### src/rtl/uart_tx_arbiter.sv
// ----------------------------------------------------------------------------
// uart_tx_arbiter
//
// Transmit-side controller for the memory-mapped UART. After reset it programs
// the UART clock divider, then shares the transmitter between two byte-stream
// requesters using round-robin arbitration. Every accepted byte is sent as a
// STATUS poll (repeated until the UART reports tx ready) followed by a single
// DATA write.
//
// Parameters
//   CLK_DIV_RESET  divider written to CLK_DIV on reset exit
//   UART_BASE      UART register base address
//
// Ports
//   clk                   system clock, all state on posedge
//   reset_n               asynchronous active-low reset
//   req_valid_in[1:0]     per-requester byte valid
//   req_data_in[15:0]     requester i byte on [8i+7:8i]
//   req_ready_out[1:0]    per-requester accept (transfer on valid & ready)
//   cfg_div_in[31:0]      new divider value
//   cfg_load_in           one-cycle pulse: reprogram CLK_DIV with cfg_div_in
//   busy_out              high whenever the controller is not idle
//   tx_count_out[15:0]    bytes written to UART DATA (wrapping)
//   uart_address_out      UART register address (base + offset)
//   uart_sel_out          UART select
//   uart_read_out         UART read strobe
//   uart_write_mask_out   UART byte write mask
//   uart_write_value_out  UART write data
//   uart_read_value_in    UART combinational read data
// ----------------------------------------------------------------------------
module uart_tx_arbiter #(
    parameter logic [31:0] CLK_DIV_RESET = 32'd434,
    parameter logic [63:0] UART_BASE     = 64'h0
) (
    input  logic        clk,
    input  logic        reset_n,
    input  logic [1:0]  req_valid_in,
    input  logic [15:0] req_data_in,
    output logic [1:0]  req_ready_out,
    input  logic [31:0] cfg_div_in,
    input  logic        cfg_load_in,
    output logic        busy_out,
    output logic [15:0] tx_count_out,
    output logic [63:0] uart_address_out,
    output logic        uart_sel_out,
    output logic        uart_read_out,
    output logic [3:0]  uart_write_mask_out,
    output logic [63:0] uart_write_value_out,
    input  logic [63:0] uart_read_value_in
);

    // UART register map
    localparam logic [63:0] OFF_CLK_DIV = 64'h0;
    localparam logic [63:0] OFF_STATUS  = 64'h4;
    localparam logic [63:0] OFF_DATA    = 64'h8;

    typedef enum logic [1:0] {
        ST_CFG   = 2'd0,
        ST_IDLE  = 2'd1,
        ST_POLL  = 2'd2,
        ST_WRITE = 2'd3
    } state_t;

    // ------------------------------------------------------------------
    // State
    // ------------------------------------------------------------------
    state_t      state_q, state_d;
    logic        cfg_pending_q, cfg_pending_d;
    logic [31:0] div_q, div_d;
    logic        last_grant_q, last_grant_d;
    logic [15:0] tx_count_q, tx_count_d;
    logic [7:0]  tx_byte_q, tx_byte_d;

    // ------------------------------------------------------------------
    // Combinational controls
    // ------------------------------------------------------------------
    logic        cfg_clear;
    logic        accept;
    logic        grant_any;
    logic        grant_idx;
    logic [1:0]  ready_c;
    logic        busy_c;
    logic        sel_c;
    logic        read_c;
    logic [3:0]  mask_c;
    logic [63:0] addr_c;
    logic [63:0] value_c;

    // Only bit0 of STATUS carries meaning for this block.
    logic        unused_read_bits;
    assign unused_read_bits = ^uart_read_value_in[63:1];

    // Split the packed requester data into one byte per requester.
    logic [7:0] req_byte [2];
    for (genvar gi = 0; gi < 2; gi++) begin : g_req_split
        assign req_byte[gi] = req_data_in[8*gi +: 8];
    end

    // ------------------------------------------------------------------
    // Round-robin grant: a lone requester always wins; when both are
    // valid, the one that did not win last time is chosen.
    // ------------------------------------------------------------------
    always_comb begin
        grant_any = |req_valid_in;
        grant_idx = last_grant_q;
        case (req_valid_in)
            2'b01:   grant_idx = 1'b0;
            2'b10:   grant_idx = 1'b1;
            2'b11:   grant_idx = ~last_grant_q;
            default: grant_idx = last_grant_q;
        endcase
    end

    // ------------------------------------------------------------------
    // FSM next state and bus decode
    // ------------------------------------------------------------------
    always_comb begin
        state_d      = state_q;
        tx_byte_d    = tx_byte_q;
        last_grant_d = last_grant_q;
        tx_count_d   = tx_count_q;
        cfg_clear    = 1'b0;
        accept       = 1'b0;
        busy_c       = 1'b1;
        sel_c        = 1'b0;
        read_c       = 1'b0;
        mask_c       = 4'b0000;
        addr_c       = UART_BASE;
        value_c      = 64'h0;

        case (state_q)
            ST_CFG: begin
                sel_c     = 1'b1;
                addr_c    = UART_BASE + OFF_CLK_DIV;
                mask_c    = 4'b0011;
                value_c   = {32'b0, div_q};
                cfg_clear = 1'b1;
                state_d   = ST_IDLE;
            end

            ST_IDLE: begin
                busy_c = 1'b0;
                // A pending reconfiguration is served before any new grant.
                if (cfg_pending_q) begin
                    state_d = ST_CFG;
                end else if (grant_any) begin
                    accept       = 1'b1;
                    tx_byte_d    = req_byte[grant_idx];
                    last_grant_d = grant_idx;
                    state_d      = ST_POLL;
                end
            end

            ST_POLL: begin
                sel_c  = 1'b1;
                read_c = 1'b1;
                addr_c = UART_BASE + OFF_STATUS;
                // STATUS is combinational, so the decision uses this
                // cycle's read data; no timeout by design.
                if (uart_read_value_in[0]) begin
                    state_d = ST_WRITE;
                end
            end

            ST_WRITE: begin
                sel_c      = 1'b1;
                addr_c     = UART_BASE + OFF_DATA;
                mask_c     = 4'b0001;
                value_c    = {56'b0, tx_byte_q};
                tx_count_d = tx_count_q + 16'd1;
                state_d    = ST_IDLE;
            end

            default: begin
                state_d = ST_CFG;
            end
        endcase
    end

    // One-hot ready toward the granted requester, only on an accept cycle.
    for (genvar gi = 0; gi < 2; gi++) begin : g_ready
        assign ready_c[gi] = accept && (grant_idx == gi[0]);
    end

    // ------------------------------------------------------------------
    // Divider / reconfiguration request. A load pulse always wins over the
    // clear from CFG so that a request arriving during CFG is not lost.
    // ------------------------------------------------------------------
    always_comb begin
        cfg_pending_d = cfg_pending_q;
        div_d         = div_q;
        if (cfg_load_in) begin
            cfg_pending_d = 1'b1;
            div_d         = cfg_div_in;
        end else if (cfg_clear) begin
            cfg_pending_d = 1'b0;
        end
    end

    // ------------------------------------------------------------------
    // Registers
    // ------------------------------------------------------------------
    always_ff @(posedge clk or negedge reset_n) begin
        if (!reset_n) begin
            state_q       <= ST_CFG;
            cfg_pending_q <= 1'b0;
            div_q         <= CLK_DIV_RESET;
            last_grant_q  <= 1'b1;
            tx_count_q    <= 16'h0;
            tx_byte_q     <= 8'h0;
        end else begin
            state_q       <= state_d;
            cfg_pending_q <= cfg_pending_d;
            div_q         <= div_d;
            last_grant_q  <= last_grant_d;
            tx_count_q    <= tx_count_d;
            tx_byte_q     <= tx_byte_d;
        end
    end

    // ------------------------------------------------------------------
    // Outputs. The state register holds CFG during reset, so the bus
    // decode is gated to keep every output quiet while reset_n is low.
    // ------------------------------------------------------------------
    assign req_ready_out        = reset_n ? ready_c : 2'b00;
    assign busy_out             = reset_n & busy_c;
    assign uart_sel_out         = reset_n & sel_c;
    assign uart_read_out        = reset_n & read_c;
    assign uart_write_mask_out  = reset_n ? mask_c : 4'b0000;
    assign uart_address_out     = reset_n ? addr_c : 64'h0;
    assign uart_write_value_out = reset_n ? value_c : 64'h0;
    assign tx_count_out         = tx_count_q;

endmodule

### config.mk
export PLATFORM = sky130hd
export DESIGN_NAME = uart_tx_arbiter
export DESIGN_NICKNAME = d
export VERILOG_FILES = /design/src/rtl/uart_tx_arbiter.sv
export SDC_FILE = /design/constraint.sdc
export NUM_CORES = 1
export LEC_CHECK = 0
export BUFFER_PORTS_ARGS = -buffer_cell sky130_fd_sc_hd__clkbuf_2
export CORE_AREA = 3 3 104 106
export CTS_CLUSTER_SIZE = 30
export DETAILED_ROUTE_END_ITERATION = 7
export DIE_AREA = 0 0 107 109
export PLACE_DENSITY_LB_ADDON = 0.12
export SETUP_SLACK_MARGIN = 0.15
export SYNTH_ARGS = -nofsm -noshare
export SYNTH_HDL_FRONTEND = slang
export SYNTH_SLANG_ARGS = --single-unit
### constraint.sdc
create_clock -name clk -period 2.22 [get_ports clk]
set_clock_uncertainty 0.1 [all_clocks]
set_input_delay 0.222 -clock clk [delete_from_list [all_inputs] [get_ports clk]]
set_output_delay 0.222 -clock clk [all_outputs]
set_load 0.01 [all_outputs]
==> impl_metrics.json <==
{
  "status": "finished, violations left",
  "violations": "hold timing",
  "top_usage_layer": "met2",
  "dr_total_vias": 2480,
  "cts_tree": "done",
  "dr.pass1.iters": 4,
  "drt_iter0_drc": 45,
  "crit_path_max_incr_delay_ns": 0.43,
  "synth_area_sq_um": 3580,
  "synth_most_common_cell": "buf_4",
  "cts_root_buffer": "clkbuf_8",
  "cts_max_level": 3,
  "power_density_nw_per_um2": 859,
  "use_met2": 0.196,
  "clkLatencyLatePin_ns": 0.33,
  "yosys.area.top_type": "dfrtp_1",
  "numCtsBuffers": 9,
  "fin_crit_sh": 0.949,
  "place_inst": 582,
  "grt.total_usage": 0.126,
  "initial_utilization": 0.363,
  "ir_drop_mv": 0.307,
  "grtUsageMet3": 0.0391,
  "final_hold_viol_count": 21,
  "drive_gt1_frac": 0.441,
  "hp-class": "input port to asynchronous set/reset pin",
  "synth_mux_area_frac": 0.126,
  "core-area_sq_um": 9860,
  "worstMarginPinSlew_ns": 0.871,
  "synth-simple-area-share": 0.123,
  "synth_edf_count": 0,
  "path_cells": "inv_4 > ha_4 > nand2b_4 > nor2_4 > buf_6 > clkbuf_16 > and2_1 > buf_2",
  "synthArstFlopShare": 1.00,
  "clock_path_buffers": 2,
  "use_met1": 0.165,
  "cap_violations": 0,
  "critPathSlowestCell": "dfrtp_2",
  "grt_overflow": 0,
  "seqCellArea_sq_um": 1510,
  "grt_pass1_wl_mm": 11.5,
  "num_rows": 36,
  "multi_input_area_sq_um": 1740,
  "vias_per_cell": 4.05,
  "layout_min_cycle_time_ns": 2.11,
  "worst_ep_required_time_ns": 1.90,
  "critPathTopFamily": "buffers and inverters",
  "max_freq_mhz": 475,
  "syn_inst": 344,
  "avgSynthCellArea_sq_um": 10.4,
  "synth_area_leaders": "dfrtp_1 (38%), buf_4 (20%), mux2_2 (10%)",
  "synth_compound_area_frac": 0.0416,
  "dp_hpwl_mm": 5.69,
  "path_clk_slew_ns": 0.07,
  "die_h_um": 109,
  "port_buffers": 110,
  "endpoint_kind": "output pin",
  "ys_ff_latch": 60,
  "synth_xor_area_frac": 0.0367,
  "ys.flop_type": "dfrtp_1",
  "cp.buffers_inverters": 4,
  "yosysUniqueCellTypes": 33,
  "yosys-top-cells-count": "buf_4 (96), dfrtp_1 (54), mux2_2 (33)",
  "drv_slew": 0,
  "arrival_ns": 1.78,
  "synthAdderAreaFrac": 0.0280,
  "grt_max_degree": 34,
  "whs_ns": -0.00899,
  "slew_headroom": 0.419,
  "cts_sinks": 60,
  "worst-path-max-fanout": 6,
  "nNetsFinal": 599,
  "routed_wl_mm": 7.63,
  "die_area_sq_um": 11700,
  "setup_viol": 0,
  "die_w_um": 107,
  "path_class": "flip-flop to output pin",
  "ant_nets": 0,
  "drc_errors": 0,
  "place_congestion": 0.793,
  "synth_warnings": 0,
  "start_kind": "flip-flop",
  "netlist.area_leader.share": 0.378,
  "tns_ns": 0,
  "grt_setup_unrepaired": "true",
  "antenna_found_initial": 0,
  "wire_per_inst_um": 12.5,
  "fin_cells": 612,
  "antenna_cells": 0,
  "leakage_nw": 2.37,
  "grt_pass1_vias": 2362,
  "nFillCells": 969,
  "ys_seq_area_frac": 0.422,
  "io_pins": 270,
  "syn_to_final_growth_pct": 26.5,
  "synth_top_family_by_area": "buffers and inverters"
}
-- power breakdown --
part | switching (mW) | total, mW | internal [mW]
combinational | 0.718 | 1.45 | 0.735
clock | 0.462 | 0.985 | 0.523
sequential | 0.150 | 1.45 | 1.30
total | 1.33 | 3.89 | 2.56
-- cells in the final DEF, fill, tap and decap left out, types with 7 or more instances in the layout --
master	count
conb_1	96
o21ai_0	10
and2_1	13
xnor2_1	8
buf_6	18
mux2_2	33
xor2_1	7
clkbuf_8	9
clkbuf_2	83
dfrtp_1	53
buf_4	9
a22oi_1	8
and2_4	15
nand2_1	17
buf_2	14
mux2i_1	8
nor2_1	15
-- through the flow --
stage / setup slack (ns) / power [mW] / utilization / instance area, sq um
2_1_floorplan: 0.321 / 2.27 / - / 3930
3_3_place_gp: 0.280 / 2.56 / 0.400 / 3950
3_5_place_dp: 0.261 / 2.59 / 0.400 / 3950
4_1_cts: 0.0519 / 3.75 / 0.438 / 4320
5_1_grt: 0.0440 / 4.17 / 0.458 / 4520
6_report: 0.113 / 3.89 / 0.458 / 4520
-- per-layer routing --
layer / routed length [um] / vias up
met5: 0 / -
met4: 112 / 0
met3: 694 / 13
met2: 3570 / 132
met1: 3240 / 1144
li1: - / 1191
-- layout make-up --
cell class | instances | share of cell area
clock inverter | 7 | 0.0166
inverter | 5 | 0.00470
sequential | 60 | 0.334
multi-input combinational | 266 | 0.386
tap | 133 | 0.0368
clock buffer | 9 | 0.0274
timing repair buffer | 132 | 0.195
-- sequential cells by signal (all words and copies together) (netlist names) --
name	count
tx_byte_q	8
tx_count_out	16
div_q	32
cfg_pending_q	1
last_grant_q	1
state_q	2
-- cell families after synthesis --
kind of cell,Yosys count
buf+inv,113
mux,41
fa+ha+maj,8
flops,60
other cells,1
compound gates,24
simple gates,82
xor+xnor,15
-- worst paths after layout --
check                                               end  cells past startpoint                    startpoint  slack (ns)
setup reg to reg           tx_count_out[15]$_DFFE_PN0N_                      6        state_q[0]$_DFFE_PN0P_        0.50
min in group clk                   div_q[1]$_DFFE_PN1P_                      2                 cfg_div_in[1]        0.02
hold / removal                     div_q[2]$_DFFE_PN0P_                      2                       reset_n      -0.009
max in group asynchronous        state_q[1]$_DFFE_PN0P_                      3                       reset_n        0.69
setup / recovery               uart_write_value_out[14]                      8        state_q[1]$_DFFE_PN0P_        0.11
hold reg to reg            tx_count_out[15]$_DFFE_PN0N_                      1  tx_count_out[15]$_DFFE_PN0N_        0.38
-- timing repair --
action                                  CTS  global route
pin swaps                                 1            14
endpoints found under the setup margin   34            34
resized for setup                        15            63
hold buffers                              5             0
gates cloned                              1             1
setup buffers                             7             0
endpoints found under the hold margin    14             0
Note: power is estimated with default switching activity, not from simulation.
